==> config.mk <==
export PLATFORM = sky130hd
export DESIGN_NAME = tick_timer_arbiter
export DESIGN_NICKNAME = d
export VERILOG_FILES = /design/src/rtl/tick_timer_arbiter.sv
export SDC_FILE = /design/constraint.sdc
export NUM_CORES = 1
export LEC_CHECK = 0
export BUFFER_PORTS_ARGS = -buffer_cell sky130_fd_sc_hd__buf_4
export CORE_UTILIZATION = 27
export CTS_BUF_LIST = sky130_fd_sc_hd__clkbuf_4
export DETAILED_ROUTE_END_ITERATION = 12
export PLACE_DENSITY_LB_ADDON = 0.12
export SYNTH_ARGS = -nofsm -noshare
export SYNTH_HDL_FRONTEND = slang
export SYNTH_SLANG_ARGS = --single-unit
==> constraint.sdc <==
create_clock -name clk_in -period 6.4 [get_ports clk_in]
set_input_delay 1.6 -clock clk_in [delete_from_list [all_inputs] [get_ports clk_in]]
set_output_delay 1.6 -clock clk_in [all_outputs]
set_load 0.1 [all_outputs]
==> src/rtl/tick_timer_arbiter.sv <==
// tick_timer_arbiter: one prescaler plus one down-counter, shared round-robin
// between N_REQ requesters. A requester gets a one-cycle grant when the timer
// is assigned to it and a one-cycle done pulse once its delay has elapsed.
module tick_timer_arbiter #(
  parameter int BASE_FREQ = 50_000_000,
  parameter int TICK_FREQ = 1000,
  parameter int N_REQ     = 4,
  parameter int DUR_W     = 16,
  localparam int OWN_W    = (N_REQ > 1) ? $clog2(N_REQ) : 1
) (
  input  logic                   clk_in,
  input  logic                   rst_a_p,
  input  logic [N_REQ-1:0]       req,
  input  logic [N_REQ*DUR_W-1:0] dur,
  input  logic                   abort,
  output logic [N_REQ-1:0]       grant,
  output logic [N_REQ-1:0]       done,
  output logic                   busy,
  output logic [OWN_W-1:0]       owner,
  output logic [DUR_W-1:0]       remaining
);

  localparam int P    = BASE_FREQ / TICK_FREQ;
  localparam int PS_W = (P > 1) ? $clog2(P) : 1;
  localparam logic [PS_W-1:0] PS_LAST = PS_W'(P - 1);

  typedef enum logic [1:0] {
    S_IDLE = 2'd0,
    S_RUN  = 2'd1,
    S_DONE = 2'd2
  } state_t;

  state_t            state_q, state_d;
  logic [N_REQ-1:0]  grant_q, grant_d;
  logic [N_REQ-1:0]  done_q, done_d;
  logic              busy_q, busy_d;
  logic [OWN_W-1:0]  owner_q, owner_d;
  logic [OWN_W-1:0]  last_owner_q, last_owner_d;
  logic [DUR_W-1:0]  remaining_q, remaining_d;
  logic [PS_W-1:0]   ps_q, ps_d;

  logic              win_found_s;
  logic [OWN_W-1:0]  win_idx_s;
  logic [OWN_W-1:0]  cand_s;
  logic [DUR_W-1:0]  win_dur_s;
  logic              tick_s;

  function automatic logic [N_REQ-1:0] onehot(input logic [OWN_W-1:0] idx);
    logic [N_REQ-1:0] v;
    v      = '0;
    v[idx] = 1'b1;
    return v;
  endfunction

  // Round-robin search: first set req bit starting just after last_owner.
  always_comb begin
    win_found_s = 1'b0;
    win_idx_s   = '0;
    cand_s      = '0;
    for (int i = 1; i <= N_REQ; i++) begin
      cand_s = OWN_W'((int'(last_owner_q) + i) % N_REQ);
      if (!win_found_s && req[cand_s]) begin
        win_found_s = 1'b1;
        win_idx_s   = cand_s;
      end else begin
        win_found_s = win_found_s;
      end
    end
    win_dur_s = dur[int'(win_idx_s)*DUR_W +: DUR_W];
    tick_s    = (ps_q == PS_LAST);
  end

  // Next-state and next-output logic for the IDLE/RUN/DONE sequence.
  always_comb begin
    state_d      = state_q;
    grant_d      = '0;
    done_d       = '0;
    busy_d       = busy_q;
    owner_d      = owner_q;
    last_owner_d = last_owner_q;
    remaining_d  = remaining_q;
    ps_d         = ps_q;
    case (state_q)
      S_IDLE: begin
        if (win_found_s) begin
          grant_d      = onehot(win_idx_s);
          owner_d      = win_idx_s;
          last_owner_d = win_idx_s;
          remaining_d  = win_dur_s;
          ps_d         = '0;
          busy_d       = 1'b1;
          state_d      = (win_dur_s == '0) ? S_DONE : S_RUN;
        end else begin
          busy_d      = 1'b0;
          remaining_d = '0;
        end
      end
      S_RUN: begin
        if (abort) begin
          // Abort wins over a coinciding final tick: no done pulse.
          busy_d      = 1'b0;
          remaining_d = '0;
          ps_d        = '0;
          state_d     = S_IDLE;
        end else if (tick_s) begin
          ps_d = '0;
          if (remaining_q <= DUR_W'(1)) begin
            remaining_d = '0;
            busy_d      = 1'b0;
            done_d      = onehot(owner_q);
            state_d     = S_DONE;
          end else begin
            remaining_d = remaining_q - DUR_W'(1);
          end
        end else begin
          ps_d = ps_q + PS_W'(1);
        end
      end
      S_DONE: begin
        if (done_q == '0) begin
          // Entered straight from a zero-duration grant: the grant cycle has
          // been spent here, so the done pulse goes out now and the pulse
          // cycle is still spent in DONE before returning to IDLE.
          done_d      = onehot(owner_q);
          busy_d      = 1'b0;
          remaining_d = '0;
          state_d     = S_DONE;
        end else begin
          state_d = S_IDLE;
        end
      end
      default: begin
        busy_d      = 1'b0;
        remaining_d = '0;
        ps_d        = '0;
        state_d     = S_IDLE;
      end
    endcase
  end

  // State and output registers with asynchronous active-high reset.
  always_ff @(posedge clk_in or posedge rst_a_p) begin
    if (rst_a_p) begin
      state_q      <= S_IDLE;
      grant_q      <= '0;
      done_q       <= '0;
      busy_q       <= 1'b0;
      owner_q      <= '0;
      last_owner_q <= OWN_W'(N_REQ - 1);
      remaining_q  <= '0;
      ps_q         <= '0;
    end else begin
      state_q      <= state_d;
      grant_q      <= grant_d;
      done_q       <= done_d;
      busy_q       <= busy_d;
      owner_q      <= owner_d;
      last_owner_q <= last_owner_d;
      remaining_q  <= remaining_d;
      ps_q         <= ps_d;
    end
  end

  assign grant     = grant_q;
  assign done      = done_q;
  assign busy      = busy_q;
  assign owner     = owner_q;
  assign remaining = remaining_q;

endmodule

==> impl_metrics.py, run 1 <==
metrics = {
    "run_status": {
        "status": "complete, no violations",
    },
    "timing": {
        "clock_skew_ns": 0.0161,
        "worstMarginPinSlew_ns": 0.881,
        "slew_headroom_pct": 41.2,
        "fin_crit_ns": 3.46,
        "fmax_mhz": 289,
        "setup_viol_count_final": 0,
        "rsz0062_at_grt": "false",
        "hold_violations": 0,
        "hold-worst-slack_ns": 0.491,
        "post-route-period-util_pct": 54.0,
        "tns_ns": 0,
        "drv_slew": 0,
    },
    "detailed_routing": {
        "viasPerCell": 5.03,
        "met1_length_um": 4310,
        "dr_wl_met2_um": 3840,
        "drt_iter0_markers": 250,
        "first_pass_iters": 5,
        "dr_wl_met3_um": 637,
        "routed_wl_um": 8880,
        "ant_nets": 0,
        "wl_per_cell_um": 15.0,
        "drc": 0,
        "vias": 2973,
        "dr.max_layer_used": "met4",
    },
    "yosys": {
        "avgSynthCellArea_um2": 8.85,
        "synth_top_area_share_pct": 35.8,
        "syn_nets": 433,
        "synthesis.area_um2": 3140,
        "ys_seq_area_share_pct": 37.5,
        "synthTopCellsByArea": "dfrtp_1 36%, mux2i_1 16%, o21ai_0 5.3%",
        "ys_types": 46,
        "yosys.area.top_type": "dfrtp_1",
        "synth-seq-cells": 47,
        "ys_warn_count": 0,
        "syn-instance-count": 355,
    },
    "power": {
        "p_per_area_nw_per_um2": 457,
        "ir_drop_uv": 264,
        "leakagePower_nw": 1.93,
    },
    "worst_setup_path": {
        "critPathSlowestCell": "buf_4",
        "crit_chain": "buf_4 -> a21o_1 -> a31oi_4 -> buf_4 -> mux2i_1 -> mux2i_1 -> nor4_1 -> nand4_1 -> a22o_1",
        "cp-end-kind": "flop",
        "critPathKind": "primary input to flop",
        "cp_max_fo": 35,
        "cpPeakStageDelay_ns": 0.47,
        "crit_buf_inv": 2,
        "start_kind": "primary input",
        "crit_family": "buffers and inverters",
        "worstPathArrival_ns": 3.74,
        "cp_data_required_time_ns": 6.68,
    },
    "floorplan": {
        "dieArea_um2": 12100,
        "start_util_pct": 27.6,
        "io_pins": 98,
        "fp.coreArea_um2": 11400,
        "fp-row-count": 39,
        "die_h_um": 110,
        "die_w_um": 110,
    },
    "final_layout": {
        "antennaDiodeCount": 0,
        "nFillCells": 1217,
        "finalInstanceArea_um2": 4070,
        "mostFrequentLayoutCell": "buf_4",
        "final-seq-area_um2": 1180,
        "layout-drive-gt1-share_pct": 27.2,
        "final_cell_mix": "101 x buf_4, 50 x mux2i_1, 45 x dfrtp_1, 33 x nand2_1, 33 x o21ai_0",
        "fin_util_pct": 35.8,
        "syn_to_final_growth_pct": 29.5,
        "fin_cells": 591,
        "final_net_count": 525,
        "multi_input_area_um2": 1840,
    },
    "cts": {
        "post_cts_resize_count": 0,
        "cts_setup_buffers": 0,
        "hold_buffers": 0,
        "cts_root_buf": "clkbuf_4",
        "cts_buffers": 5,
        "htreeDepth": 2,
        "clock_path_buffers": 2,
        "path_clk_slew_ns": 0.16,
        "cts_tree": "built",
        "clk_latency_ns": 0.37,
        "numClockSinks": 47,
    },
    "place": {
        "portBuffers": 97,
        "place_congestion": 0.737,
        "dpl-instance-area_um2": 4010,
        "post-place-cells": 583,
        "hpwl_um": 6790,
    },
    "grt": {
        "grt_max_degree": 48,
        "grt-ovfl-total": 0,
        "grt_use_total_pct": 15.1,
        "grt_pass1_wl_um": 14200,
        "grt_pass1_vias": 2793,
        "antenna_found_initial": 0,
    },
    "flow_run": {
        "drv_cap": 0,
    },
    "worst_hold_path": {
        "hp-class": "flop to flop",
    },
}
## worst reg2reg max path: stages, from the launching register on
cell	delay (ns)
dfrtp_1	0.44
ha_1	0.20
and3_1	0.21
nor2b_1	0.21
nand3_1	0.18
nand2_1	0.39
nand2_1	0.64
a211oi_1	0.40
a21oi_1	0.07
## cell type report
class / count / area share (%)
well taps: 143 / 4.40
multi-input cells: 277 / 45.1
clock inverters: 3 / 0.554
inverters: 15 / 1.38
flip-flops and latches: 47 / 29.0
repair buffers: 101 / 18.6
clock buffers: 5 / 0.923
## Yosys cell counts, drive strengths merged
cell type   n
xor2        4
o22ai       1
clkbuf      5
or3b        1
a22o        2
o31ai       4
a31oi       2
a21o        1
o211ai      2
or3         4
dfstp       2
o221ai      1
nand2      34
nand2b      7
mux2i      50
nor3       13
nor2b       4
nand4       5
inv        15
nor2       28
a211oi      1
dfrtp      45
o31a        2
a22oi       8
nand3       7
ha          7
buf        11
and3        5
a21oi      19
o21ai      44
nand3b      1
o21a        2
o41ai       2
a32oi       4
and2        1
o221a       1
nand4b      1
nor4        9
## report_power, final
group | leakage, nW | switching [mW] | internal [mW]
clock network | 0.0360 | 0.107 | 0.0454
logic | 1.27 | 0.878 | 0.366
registers | 0.622 | 0.0865 | 0.378
## path summary, 6_finish.rpt
kind	startpoint	slack [ns]	end	cells past startpoint
worst max-delay path	req[1]	2.94	state_q[0]$_DFFE_PP0P_	9
worst min-delay path	owner[1]$_DFFE_PP0P_	0.49	done[1]$_DFF_PP0_	1
worst max register to register	ps_q[0]$_DFFE_PP0P_	3.54	remaining[1]$_DFFE_PP0P_	8
worst min register to register	owner[1]$_DFFE_PP0P_	0.49	done[1]$_DFF_PP0_	1
max in group asynchronous	rst_a_p	4.59	ps_q[14]$_DFFE_PP0P_	3
min in group asynchronous	rst_a_p	1.38	remaining[7]$_DFFE_PP0P_	3
## sequential cells by signal, indices dropped and copies added (netlist names)
register,cells
state_q,2
done,4
ps_q,16
grant,4
owner,2
last_owner_q,2
remaining,16
busy,1
## routing by layer
layer,up-vias,track usage [%]
met4,0,3.52
met5,-,0
met2,110,23.0
met3,6,4.03
met1,1380,21.3
li1,1477,-
## kinds of logic after synthesis
family,synth area share (%)
buffers and inverters,4.70
muxes,15.9
and+or+nand+nor,19.3
xor gates and xnor gates,1.11
DFF,37.5
AOI/OAI and AO/OA,18.6
adders and majority gates,2.79
## metrics by stage
step	setup WS, ns	power (mW)
4_1_cts	2.92	1.88
5_1_grt	2.73	1.99
6_report	2.94	1.86
3_3_place_gp	2.53	1.72
2_1_floorplan	3.05	1.42
3_5_place_dp	2.50	1.72
Power figures use the tool's default switching activity.
==> inputs of run 2 (changes only) <==
Settings changed: ABC_AREA set to 1.
Clock period 6.4 ns to 3.6 ns, I/O delays scaled along.
==> run 2 against run 1 <==
  * Synthesized cell count is 62% higher
  * Worst hold slack better by 0.0094 ns
  * Sequential power increased by 76%
  * Sequential share of layout area down 3.6 points
  * Critical path depth is 6 higher
  * Register-to-register slack worse by 2.7 ns
  * Final cell count rose by 42%
  * Clock power rose by 130%
  * Sequential cell count did not move
  * Utilization fell by 1.0 points
  * Wire length up 26%
==> impl_metrics.py, run 2 <==
metrics = {
    "grt": {
        "antenna_found_initial": 0,
        "grt-ovfl-total": 0,
        "grt_pass1_wl_um": 18900,
        "grt_max_degree": 48,
        "grt_pass1_vias": 3847,
        "grt_use_total_pct": 16.5,
    },
    "yosys": {
        "avgSynthCellArea_um2": 6.46,
        "synth_top_area_share_pct": 30.3,
        "synth_common_cells": "211 x nand2_1, 60 x inv_1, 50 x nor2_1, 47 x nand3_1, 46 x o21ai_0",
        "syn-instance-count": 575,
        "ys_types": 41,
        "yosys.area.top_type": "dfrtp_1",
        "synthesis.area_um2": 3710,
        "synthArstFlopShare_pct": 100,
        "synth_edf_count": 0,
        "synthTopCellsByArea": "dfrtp_1 30%, nand2_1 21%, nand3_1 6.3%",
        "syn_nets": 653,
        "ys_seq_area_share_pct": 31.7,
        "ys_warn_count": 0,
        "ys.flop_type": "dfrtp_1",
        "synth-seq-cells": 47,
        "synth.most_common_cell": "nand2_1",
    },
    "power": {
        "pwr-share-seq_pct": 16.8,
        "p_sw_mw": 3.05,
        "p_int_mw": 1.80,
        "clkPwrFrac_pct": 7.1,
        "leakagePower_nw": 2.41,
        "p_sw_share_pct": 62.8,
        "p_per_area_nw_per_um2": 1050,
        "ir_drop_uv": 560,
        "p_comb_share_pct": 76.0,
    },
    "timing": {
        "fmax_mhz": 358,
        "hold-worst-slack_ns": 0.501,
        "slew_headroom_pct": 33.3,
        "rsz0062_at_grt": "false",
        "setup_viol_count_final": 0,
        "clock_skew_ns": 0.0215,
        "post-route-period-util_pct": 77.7,
        "drv_slew": 0,
        "tns_ns": 0,
        "hold_violations": 0,
        "worstMarginPinSlew_ns": 0.999,
        "fin_crit_ns": 2.80,
    },
    "cts": {
        "numClockSinks": 47,
        "cts_tree": "built",
        "path_clk_slew_ns": 0.16,
        "htreeDepth": 2,
        "hold_buffers": 0,
        "cts_setup_buffers": 0,
        "clock_path_buffers": 2,
        "cts_buffers": 5,
        "cts_root_buf": "clkbuf_4",
        "post_cts_resize_count": 0,
        "clk_latency_ns": 0.39,
    },
    "worst_setup_path": {
        "cp_max_fo": 20,
        "worstPathArrival_ns": 3.10,
        "ff2ff_setup_slack_ns": 0.80,
        "start_kind": "flop",
        "critPathKind": "flop to flop",
        "cp-end-kind": "flop",
        "cp_common_cell": "nand2_1",
        "cpPeakStageDelay_ns": 0.72,
        "critPathSlowestCell": "dfstp_2",
        "crit_chain": "inv_6 -> nand2_1 -> nand2_1 -> nand2_2 -> a21boi_1 -> nand2_1 -> inv_1 -> nand2_1 -> nand3b_1 -> nand2_1 -> nor2_1 -> nand2_1 -> o21ai_0 -> nand2_1 -> o21ai_0",
        "cp_data_required_time_ns": 3.90,
    },
    "floorplan": {
        "start_util_pct": 27.8,
        "die_h_um": 119,
        "die_w_um": 119,
        "fp-row-count": 42,
        "fp.coreArea_um2": 13300,
        "dieArea_um2": 14200,
        "io_pins": 98,
    },
    "detailed_routing": {
        "vias": 3870,
        "viasPerCell": 4.61,
        "ant_nets": 0,
        "wl_per_cell_um": 13.3,
        "drt_iter0_markers": 225,
        "routed_wl_um": 11200,
        "first_pass_iters": 4,
        "drc": 0,
    },
    "final_layout": {
        "finalInstanceArea_um2": 4640,
        "final_cell_mix": "211 x nand2_1, 98 x buf_4, 59 x inv_1, 50 x nor2_1, 47 x nand3_1",
        "layout-drive-gt1-share_pct": 21.4,
        "syn_to_final_growth_pct": 24.9,
        "mostFrequentLayoutCell": "nand2_1",
        "final_net_count": 740,
        "antennaDiodeCount": 0,
    },
    "place": {
        "hpwl_um": 8900,
        "portBuffers": 97,
        "dpl-instance-area_um2": 4560,
        "place_congestion": 0.827,
    },
    "flow_run": {
        "drv_cap": 0,
    },
    "run_status": {
        "status": "complete, no violations",
    },
    "worst_hold_path": {
        "hp-class": "flop to flop",
    },
}
run 2: changes by cell type in the layout (fill, tap and decap cells not counted), sizes merged, moves of 4 or more:
cell    before  now
a22oi        8    0
nand3        7   49
inv         17   67
or3          4    0
nor2        28   55
nor2b        4    0
nand2b       7    0
xor2         4   12
mux2i       50    0
nand2       34  228
and3         5    0
a21oi       19    6
nor4         9    4
run 2: final cells by class:
| type | count | area (um^2) |
|---|---|---|
| flip-flops and latches | 47 | 1180 |
| well taps | 176 | 220 |
| multi-input cells | 444 | 2170 |
| clock buffers | 5 | 37.5 |
| clock inverters | 3 | 47.5 |
| inverters | 66 | 253 |
| fillers | 1463 | 8710 |
| repair buffers | 98 | 736 |
run 2: final timing paths:
check                                       startpoint                        to  cells past startpoint
setup reg to reg           last_owner_q[0]$_DFFE_PP1P_  remaining[0]$_DFFE_PP0P_                     15
setup / recovery           last_owner_q[0]$_DFFE_PP1P_  remaining[0]$_DFFE_PP0P_                     15
hold reg to reg                   owner[0]$_DFFE_PP0P_         done[0]$_DFF_PP0_                      1
hold / removal                    owner[0]$_DFFE_PP0P_         done[0]$_DFF_PP0_                      1
min in group asynchronous                      rst_a_p  remaining[4]$_DFFE_PP0P_                      2
max in group asynchronous                      rst_a_p  remaining[8]$_DFFE_PP0P_                      2
run 2: power groups by stage:
stage / registers, mW / logic, mW / clock network [mW]
floorplan: 1.40 / 2.42 / 0
global placement: 0.826 / 3.69 / 0
detailed placement: 0.830 / 3.70 / 0
CTS: 0.819 / 3.72 / 0.357
global route: 0.841 / 4.16 / 0.380
finish: 0.817 / 3.69 / 0.345
run 2: stage by stage:
| stage | setup slack (ns) | util [%] | total power [mW] | std cells |
|---|---|---|---|---|
| final | 0.804 | 34.8 | 4.85 | 839 |
| after global routing | 0.425 | 34.8 | 5.38 | 839 |
| after CTS | 0.752 | 34.8 | 4.90 | 839 |
| after detailed placement | 0.554 | 34.1 | 4.53 | 831 |
| after global placement | 0.564 | 34.1 | 4.52 | 831 |
| after floorplan | 1.23 | - | 3.82 | 575 |
run 2: per-layer routing:
layer	track usage, %	up-vias	wire [um]
li1	-	2007	-
met1	21.5	1801	5260
met2	29.0	58	5560
met3	2.44	4	315
met4	2.89	0	53
met5	0	-	0
run 2: cells by family after synthesis:
family	Yosys count	synth area share (%)
AND/OR/NAND/NOR	357	42.4
buffers and inverters	84	10.0
AO/OA/AOI/OAI	67	10.4
flip-flops	47	31.7
XOR/XNOR	13	3.07
adder cells (fa/ha/maj)	7	2.36
run 2: worst max-delay path, delay by kind of cell, from the launching register on:
family | cells | cell delay, ns
flip-flops | 1 | 0.72
buffers and inverters | 2 | 0.15
AND/OR/NAND/NOR | 10 | 1.51
AO/OA/AOI/OAI | 3 | 0.34
